===== config.mk =====
export PLATFORM = sky130hd
export DESIGN_NAME = pifo_calendar_ctrl
export DESIGN_NICKNAME = d
export VERILOG_FILES = /design/src/rtl/pifo_calendar_ctrl.sv
export SDC_FILE = /design/constraint.sdc
export NUM_CORES = 1
export LEC_CHECK = 0
export CAP_MARGIN = 20
export CORE_MARGIN = 2
export CORE_UTILIZATION = 33
export CTS_CLUSTER_SIZE = 25
export DETAILED_ROUTE_END_ITERATION = 16
export HOLD_SLACK_MARGIN = 0.12
export PLACE_DENSITY = 0.78
export SYNTH_ARGS = -nofsm -noshare
export SYNTH_HDL_FRONTEND = slang
export SYNTH_SLANG_ARGS = --single-unit

===== constraint.sdc =====
create_clock -name clk -period 2.6 [get_ports clk]
set_input_delay 0.26 -clock clk [delete_from_list [all_inputs] [get_ports clk]]
set_output_delay 0.26 -clock clk [all_outputs]
set_load 0.02 [all_outputs]

===== src/rtl/pifo_calendar_ctrl.sv =====
// Front-end controller for the root PIFO calendar atom chain: packs and issues inserts/pops,
// tracks occupancy and captures the head element. Optional feature macro: PIFO_OVERWRITE_EN.
module pifo_calendar_ctrl #(
   parameter int ELEMENT_WIDTH       = 32,
   parameter int ELEMENT_RANK_WIDTH  = 19,
   parameter int RANK_START_POS      = 12,
   parameter int RANK_END_POS        = 30,
   parameter int PIFO_INFO_VALID_POS = 31,
   parameter int INFO_WIDTH          = 12,
   parameter int PIFO_DEPTH          = 16,
   parameter int COUNT_WIDTH         = 5
) (
   input  logic                          clk,
   input  logic                          rstn,
   input  logic                          s_ins_valid,
   output logic                          s_ins_ready,
   input  logic [ELEMENT_RANK_WIDTH-1:0] s_ins_rank,
   input  logic [INFO_WIDTH-1:0]         s_ins_info,
   input  logic                          s_pop_valid,
   output logic                          s_pop_ready,
   output logic                          m_deq_valid,
   input  logic                          m_deq_ready,
   output logic [ELEMENT_RANK_WIDTH-1:0] m_deq_rank,
   output logic [INFO_WIDTH-1:0]         m_deq_info,
   output logic [ELEMENT_WIDTH-1:0]      out_pifo_input,
   output logic                          out_ctl_insert,
   output logic                          out_ctl_pop,
   input  logic [ELEMENT_WIDTH-1:0]      in_pifo_head_element,
   input  logic [ELEMENT_WIDTH-1:0]      in_pifo_tail_element,
   output logic [COUNT_WIDTH-1:0]        out_count,
   output logic                          out_full,
   output logic                          out_empty
`ifdef PIFO_OVERWRITE_EN
   ,
   output logic [15:0]                   out_drop_count
`endif
);

   localparam logic [COUNT_WIDTH-1:0] DEPTH_C = COUNT_WIDTH'(PIFO_DEPTH);
   localparam logic [COUNT_WIDTH-1:0] ONE_C   = COUNT_WIDTH'(1);
   localparam logic [COUNT_WIDTH-1:0] ZERO_C  = COUNT_WIDTH'(0);

   function automatic logic [ELEMENT_WIDTH-1:0] pack_element(
      input logic [ELEMENT_RANK_WIDTH-1:0] rank,
      input logic [INFO_WIDTH-1:0]         info
   );
      logic [ELEMENT_WIDTH-1:0] elem;
      elem                               = '0;
      elem[PIFO_INFO_VALID_POS]          = 1'b1;
      elem[RANK_END_POS:RANK_START_POS]  = rank;
      elem[INFO_WIDTH-1:0]               = info;
      return elem;
   endfunction

   logic                          ins_acc_s;
   logic                          pop_acc_s;
   logic                          ins_issue_s;
   logic                          cnt_inc_s;
   logic [ELEMENT_RANK_WIDTH-1:0] ins_rank_s;
   logic [INFO_WIDTH-1:0]         ins_info_s;
   logic [COUNT_WIDTH-1:0]        cnt_nxt_s;
   logic                          unused_s;

   // Valid bit of the head and any bits outside rank/info carry nothing the controller needs.
   assign unused_s = ^{in_pifo_head_element, in_pifo_tail_element};

   assign s_pop_ready = ~out_empty & ~out_ctl_pop & ~m_deq_valid;
   assign pop_acc_s   = s_pop_valid & s_pop_ready;

`ifdef PIFO_OVERWRITE_EN
   // A full-chain insert arriving while another insert is in flight is parked for one cycle so
   // the tail compare sees the settled chain; s_ins_ready drops only during that one cycle.
   logic                          pend_valid_r;
   logic [ELEMENT_RANK_WIDTH-1:0] pend_rank_r;
   logic [INFO_WIDTH-1:0]         pend_info_r;
   logic                          cand_valid_s;
   logic                          defer_s;
   logic                          drop_evt_s;
   logic [ELEMENT_RANK_WIDTH-1:0] tail_rank_s;

   assign s_ins_ready  = ~pend_valid_r;
   assign ins_acc_s    = s_ins_valid & s_ins_ready;
   assign cand_valid_s = pend_valid_r | ins_acc_s;
   assign ins_rank_s   = pend_valid_r ? pend_rank_r : s_ins_rank;
   assign ins_info_s   = pend_valid_r ? pend_info_r : s_ins_info;
   assign tail_rank_s  = in_pifo_tail_element[RANK_END_POS:RANK_START_POS];

   // Insert decision: normal issue when room exists, otherwise defer or compare against the tail.
   always_comb begin
      ins_issue_s = 1'b0;
      cnt_inc_s   = 1'b0;
      defer_s     = 1'b0;
      drop_evt_s  = 1'b0;
      if (!cand_valid_s) begin
         ins_issue_s = 1'b0;
      end else if (!out_full || pop_acc_s) begin
         ins_issue_s = 1'b1;
         cnt_inc_s   = 1'b1;
      end else if (out_ctl_insert) begin
         defer_s = 1'b1;
      end else begin
         drop_evt_s  = 1'b1;
         ins_issue_s = (ins_rank_s < tail_rank_s);
      end
   end

   // Parked full-chain insert awaiting a settled tail.
   always_ff @(posedge clk or negedge rstn) begin
      if (!rstn) begin
         pend_valid_r <= 1'b0;
         pend_rank_r  <= '0;
         pend_info_r  <= '0;
      end else if (defer_s) begin
         pend_valid_r <= 1'b1;
         pend_rank_r  <= ins_rank_s;
         pend_info_r  <= ins_info_s;
      end else begin
         pend_valid_r <= 1'b0;
      end
   end

   // Saturating count of full-chain inserts (both overwrites and discards).
   always_ff @(posedge clk or negedge rstn) begin
      if (!rstn) begin
         out_drop_count <= 16'd0;
      end else if (drop_evt_s && (out_drop_count != 16'hFFFF)) begin
         out_drop_count <= out_drop_count + 16'd1;
      end else begin
         out_drop_count <= out_drop_count;
      end
   end
`else
   assign s_ins_ready = ~out_full;
   assign ins_acc_s   = s_ins_valid & s_ins_ready;
   assign ins_issue_s = ins_acc_s;
   assign cnt_inc_s   = ins_acc_s;
   assign ins_rank_s  = s_ins_rank;
   assign ins_info_s  = s_ins_info;
`endif

   // Occupancy moves at accept time so the ready outputs already account for in-flight ops.
   always_comb begin
      cnt_nxt_s = out_count;
      case ({cnt_inc_s, pop_acc_s})
         2'b10:   cnt_nxt_s = out_count + ONE_C;
         2'b01:   cnt_nxt_s = out_count - ONE_C;
         default: cnt_nxt_s = out_count;
      endcase
   end

   // Occupancy counter with registered full/empty flags.
   always_ff @(posedge clk or negedge rstn) begin
      if (!rstn) begin
         out_count <= ZERO_C;
         out_full  <= 1'b0;
         out_empty <= 1'b1;
      end else begin
         out_count <= cnt_nxt_s;
         out_full  <= (cnt_nxt_s == DEPTH_C);
         out_empty <= (cnt_nxt_s == ZERO_C);
      end
   end

   // Issue stage: broadcast element and chain controls, one cycle after accept.
   always_ff @(posedge clk or negedge rstn) begin
      if (!rstn) begin
         out_ctl_insert <= 1'b0;
         out_ctl_pop    <= 1'b0;
         out_pifo_input <= '0;
      end else begin
         out_ctl_insert <= ins_issue_s;
         out_ctl_pop    <= pop_acc_s;
         out_pifo_input <= ins_issue_s ? pack_element(ins_rank_s, ins_info_s) : '0;
      end
   end

   // The head is sampled in the pop-issue cycle, i.e. before that cycle's insert lands.
   always_ff @(posedge clk or negedge rstn) begin
      if (!rstn) begin
         m_deq_valid <= 1'b0;
         m_deq_rank  <= '0;
         m_deq_info  <= '0;
      end else if (out_ctl_pop) begin
         m_deq_valid <= 1'b1;
         m_deq_rank  <= in_pifo_head_element[RANK_END_POS:RANK_START_POS];
         m_deq_info  <= in_pifo_head_element[INFO_WIDTH-1:0];
      end else if (m_deq_valid && m_deq_ready) begin
         m_deq_valid <= 1'b0;
      end else begin
         m_deq_valid <= m_deq_valid;
      end
   end

endmodule

==> impl_metrics.yaml, run 1 <==
clock_tree:
  cts_resized: 0
  cts_buffers: 9
  postCtsSetupRepairBufs: 0
  cts.sinks: 72
  clk_path_buf_depth: 2
  hold_buffers: 1
  root_buffer: "clkbuf_8"
  tritoncts: "built"
  htree_levels: 3
  clkTransAtPathRegs_ns: 0.08
  worstSkewPairLatency_ns: 0.33
critical_path:
  critPathSlowestCell: "dfstp_2"
  crit_family: "simple AND/OR/NAND/NOR gates"
  crit_buf_inv: 0
  criticalPathCategory: "register to register"
  worstPathCellList: "nor3_4, and2_1, ha_4, ha_1, or4b_1, o311ai_1, o211ai_2, nor3_2"
  cp.required_ns: 2.85
  end_kind: "register"
  arrival_ns: 2.67
  start_kind: "register"
  max_stage_delay_ns: 0.57
  critPathMaxFanout: 10
timing:
  fmax_mhz: 412
  hold_viol: 0
  setup_viol: 0
  rsz0062_at_grt: "false"
  timing.final.crit_period_ns: 2.43
  slew_violations: 0
  finClkSkew_ns: 0.00926
  setup_tns_ns: 0
  slew_headroom_pct: 40.1
  final.period_utilization_pct: 93.3
  worst_pin_slew_ns: 0.899
min_path:
  hold_class: "input pin to register"
grt:
  grt_pass1_wl_um: 9450
  grt-ovfl-total: 0
  first_global_vias: 1991
  antenna_found_initial: 0
  globalRouteTotalUtil_pct: 13.6
  grt_max_degree: 73
floorplan:
  dieArea_um2: 9070
  coreArea_um2: 8130
  die_w_um: 95.2
  start_util_pct: 33.8
  fp.dieH_um: 95.2
  row_count: 33
  pin_count: 175
drt:
  routed_via_density: 4.47
  antenna_left: 0
  num_vias: 1978
  drc: 0
  drt_iter0_drc: 57
  firstDrtPassIters: 4
  routedWlPerCell_um: 14.1
  drt_wl_total_um: 6240
placement:
  placed_area_um2: 4290
  hpwl_um: 4620
  place_congestion: 0.838
  io_buffers: 141
synthesis:
  ys_seq_area_share_pct: 65.6
  syn_area_um2: 2750
  synth_top_flop_cell: "dfrtp_1"
  synth.net_count: 292
  yosys.cell_types.count: 31
  yosys_warnings: 0
  avgSynthCellArea_um2: 14.7
  syn_inst: 187
  synth-edff-count: 0
  synthArstFlopShare_pct: 100
  ys_ff_latch: 72
power_and_ir_drop:
  peakVddDrop_mv: 0.556
  p_leak_nw: 1.90
  powerDensity_nw_per_um2: 1160
run:
  drv_cap: 0
final_layout:
  syn_to_final_growth_pct: 65.0
  drive_above_1_share_pct: 17.8
  nets: 439
  fin_area_um2: 4530
  n_antenna_cell: 0
run_status:
  status: "finished clean"
==> synth_stat cells (2+ instances only) <==
library cell / number / area, µm²
dfrtp_1: 71 / 1780
and2_1: 32 / 200
mux2_2: 32 / 360
a21oi_1: 4 / 20.0
clkbuf_1: 4 / 15.0
ha_1: 4 / 50.1
inv_1: 4 / 15.0
nand3_1: 4 / 20.0
nor3b_1: 4 / 30.0
buf_2: 3 / 15.0
nor2_1: 2 / 7.51
nor3b_2: 2 / 25.0
or4b_1: 2 / 20.0
xnor2_1: 2 / 17.5
==> sequential cells by signal (all words and copies together), names as in the netlist <==
register and cells:
out_pifo_input 31, m_deq_rank 19, m_deq_info 12, out_count 5
m_deq_valid 1, out_ctl_insert 1, out_ctl_pop 1, out_empty 1
out_full 1
==> kinds of logic after synthesis <==
logic type      count (synthesis)  synth area share (%)
compound gates                 10                  2.82
xor+xnor                        2                 0.638
fa+ha+maj                       5                  2.55
buf+inv                        13                  2.32
flops                          72                  65.6
mux                            33                  13.5
simple gates                   52                  12.5
==> layout make-up <==
cell class                 instances  area [µm²]
sequential                        72        1800
multi-input combinational        102         906
fill                             693        3600
inverter                           4        15.0
clock inverter                     5         106
timing repair buffer             145        1440
tap                              105         131
clock buffer                      10         128
==> where the power goes <==
group          switching (mW)  total [mW]  internal [mW]  leakage [nW]
combinational            1.17        2.50           1.33         0.898
clock                   0.393        1.03          0.634         0.113
sequential              0.220        1.73           1.51         0.886
==> cells in the final DEF, fill, tap and decap left out, types with 2 or more instances in the layout <==
master | synthesis | final
dfrtp_1 | 71 | 71
a21oi_1 | 4 | 4
clkdlybuf4s50_1 | 0 | 140
nor2_1 | 2 | 2
clkbuf_8 | 0 | 9
nor3b_2 | 2 | 2
or4b_1 | 2 | 2
nand3_1 | 4 | 4
xnor2_1 | 2 | 2
mux2_2 | 32 | 32
buf_4 | 1 | 4
inv_1 | 4 | 4
ha_1 | 4 | 3
nor3b_1 | 4 | 4
bufinv_16 | 0 | 3
and2_1 | 32 | 32
==> final timing paths <==
kind / startpoint / end / slack, ns / depth (start not counted)
setup / recovery: out_empty$_DFF_PN1_ / out_empty$_DFF_PN1_ / 0.17 / 8
hold / removal: s_ins_rank[13] / out_pifo_input[25]$_DFF_PN0_ / 0.47 / 2
setup reg to reg: out_empty$_DFF_PN1_ / out_empty$_DFF_PN1_ / 0.17 / 8
hold reg to reg: m_deq_info[8]$_DFFE_PN0P_ / m_deq_info[8]$_DFFE_PN0P_ / 0.51 / 1
max in group asynchronous: rstn / out_pifo_input[24]$_DFF_PN0_ / 1.40 / 2
min in group asynchronous: rstn / m_deq_info[1]$_DFFE_PN0P_ / 0.58 / 2
==> layer usage <==
layer / up-vias / global-route usage [%] / part of all wire, %
met5: - / 0 / 0
met2: 80 / 22.5 / 50
met3: 9 / 6.25 / 10
li1: 926 / - / -
met4: 0 / 4.23 / 1.3
met1: 963 / 15.9 / 38
==> through the flow <==
step                hold WS (ns)  util, %  power, mW  std cells  worst slack (ns)
global route               0.453     55.7       5.58        443            0.0351
detailed placement         0.445     52.7       4.29        427            0.0280
global placement           0.436     52.7       4.22        427           0.00153
CTS                        0.453     55.7       5.35        443             0.134
floorplan                -0.0356        -       3.17        187            0.0320
finish                     0.474     55.7       5.26        443             0.174
No activity file was read; power rests on OpenSTA's default activity.
==> inputs of run 2 (changes only) <==
==> constraint.sdc (replaced) <==
create_clock -name clk -period 2.6 [get_ports clk]
set_input_delay 0.52 -clock clk [delete_from_list [all_inputs] [get_ports clk]]
set_output_delay 0.52 -clock clk [all_outputs]
set_load 0.02 [all_outputs]
==> run 2 against run 1 <==
Total power up 0.54%; sequential power about the same; register-to-register slack about the same.
==> impl_metrics.yaml, run 2 (same netlist as run 1, synthesis figures left out) <==
timing:
  fmax_mhz: 402
  slew_headroom_pct: 41.7
  final.setup.worst_slack_ns: 0.110
  timing.final.crit_period_ns: 2.49
  finClkSkew_ns: 0.0175
  setup_viol: 0
  setup_tns_ns: 0
  final.period_utilization_pct: 95.8
  worst_pin_slew_ns: 0.874
  slew_violations: 0
  timing.hold.ws_ns: 0.315
  rsz0062_at_grt: "false"
  hold_viol: 0
critical_path:
  start_kind: "input pin"
  rr_worst_depth: 8
  worstPathCellList: "clkdlybuf4s50_1, nor2b_2, inv_1, ha_4, fa_1, a21oi_2, mux2_1, o211ai_2, nor3b_2"
  critPathMaxFanout: 9
  max_stage_delay_ns: 0.46
  cp.required_ns: 2.84
  criticalPathCategory: "input pin to register"
  crit_family: "adder cells"
  critPathSlowestCell: "clkdlybuf4s50_1"
  worst-path-stages: 9
  end_kind: "register"
  crit_buf_inv: 2
  arrival_ns: 2.73
clock_tree:
  worstSkewPairLatency_ns: 0.33
  cts.sinks: 72
  hold_buffers: 0
  root_buffer: "clkbuf_8"
  clk_path_buf_depth: 2
  cts_buffers: 9
  tritoncts: "built"
  clkTransAtPathRegs_ns: 0.08
  htree_levels: 3
final_layout:
  final.fill_count: 694
  final_cells: 451
  utilization_pct: 56.2
  largest_reg_flops: 31
  drive_above_1_share_pct: 20.2
  syn_to_final_growth_pct: 66.3
  top_regs: "out_pifo_input: 31 flops, m_deq_rank: 19 flops, m_deq_info: 12 flops"
  nets: 447
  ff_latch_area_um2: 1800
  largest-register: "out_pifo_input"
  n_antenna_cell: 0
  layout_commonest_cell: "clkdlybuf4s50_1"
  final_cell_mix: "clkdlybuf4s50_1 (140), dfrtp_1 (71), and2_1 (32), mux2_2 (32), buf_4 (13)"
  multiInputGateArea_um2: 910
drt:
  drt_iter0_drc: 30
  firstDrtPassIters: 4
  drc: 0
  routedWlPerCell_um: 13.9
  num_vias: 2006
  routed_via_density: 4.45
  drt_wl_total_um: 6290
  antenna_left: 0
floorplan:
  start_util_pct: 33.8
  die_w_um: 95.2
  dieArea_um2: 9070
  row_count: 33
  pin_count: 175
  coreArea_um2: 8130
  fp.dieH_um: 95.2
placement:
  io_buffers: 141
  place_congestion: 0.759
  dp_cells: 435
  pre_cts_slack_ns: -0.282
  hpwl_um: 4620
grt:
  grt_pass1_wl_um: 9540
  globalRouteTotalUtil_pct: 13.8
  met1_usage_pct: 16.2
  first_global_vias: 2049
  grt.busiest_layer: "met2"
  grt_util_met2_pct: 22.0
  grt-ovfl-total: 0
  grt_util_met3_pct: 6.40
  grt_max_degree: 73
  antenna_found_initial: 0
power_and_ir_drop:
  powerDensity_nw_per_um2: 1160
  p_leak_nw: 1.93
  peakVddDrop_mv: 0.696
run:
  drv_cap: 0
min_path:
  hold_class: "input pin to asynchronous set/reset pin"
run_status:
  status: "finished clean"
==> run 2: area by class of cell <==
class                      instances  share of cell area (%)
clock inverter                     5                    1.81
inverter                           4                   0.329
multi-input combinational        102                    19.9
tap                              105                    2.88
timing repair buffer             153                    32.8
clock buffer                      10                    2.79
sequential                        72                    39.5
==> run 2: repair_timing <==
item	CTS	global route
gates resized for setup	0	2
setup buffers	0	1
setup endpoints to repair	0	1
==> run 2: worst register-to-register path: cells and delay by family (launching register included) <==
kind | cells | cell delay, ns
simple gates | 3 | 0.45
mux | 1 | 0.35
compound gates | 2 | 0.37
fa+ha+maj | 2 | 0.61
flops | 1 | 0.57
==> run 2: path summary, 6_finish.rpt <==
check | from | to | slack [ns]
setup / recovery | s_ins_valid | out_full$_DFF_PN0_ | 0.11
hold / removal | rstn | m_deq_rank[3]$_DFFE_PN0P_ | 0.31
setup reg to reg | out_empty$_DFF_PN1_ | out_full$_DFF_PN0_ | 0.17
hold reg to reg | m_deq_rank[18]$_DFFE_PN0P_ | m_deq_rank[18]$_DFFE_PN0P_ | 0.51
max in group asynchronous | rstn | out_full$_DFF_PN0_ | 1.72
min in group clk | m_deq_rank[18]$_DFFE_PN0P_ | m_deq_rank[18]$_DFFE_PN0P_ | 0.51
==> run 2: per-stage QoR <==
step | area, µm² | power [mW]
2_1_floorplan | 2770 | 3.17
3_3_place_gp | 4350 | 4.31
3_5_place_dp | 4350 | 4.37
4_1_cts | 4560 | 5.34
5_1_grt | 4570 | 5.62
6_report | 4570 | 5.29
==> run 2: metal layers <==
layer  share of wire, %  vias up
met5                  0        -
met4               0.97        0
met3                 13        7
met2                 47      101
met1                 39      953
li1                   -      945
==> run 2: report_power, final <==
group	total [mW]	internal [mW]	switching, mW
combinational	2.63	1.43	1.20
sequential	1.73	1.51	0.217
clock	0.933	0.537	0.396
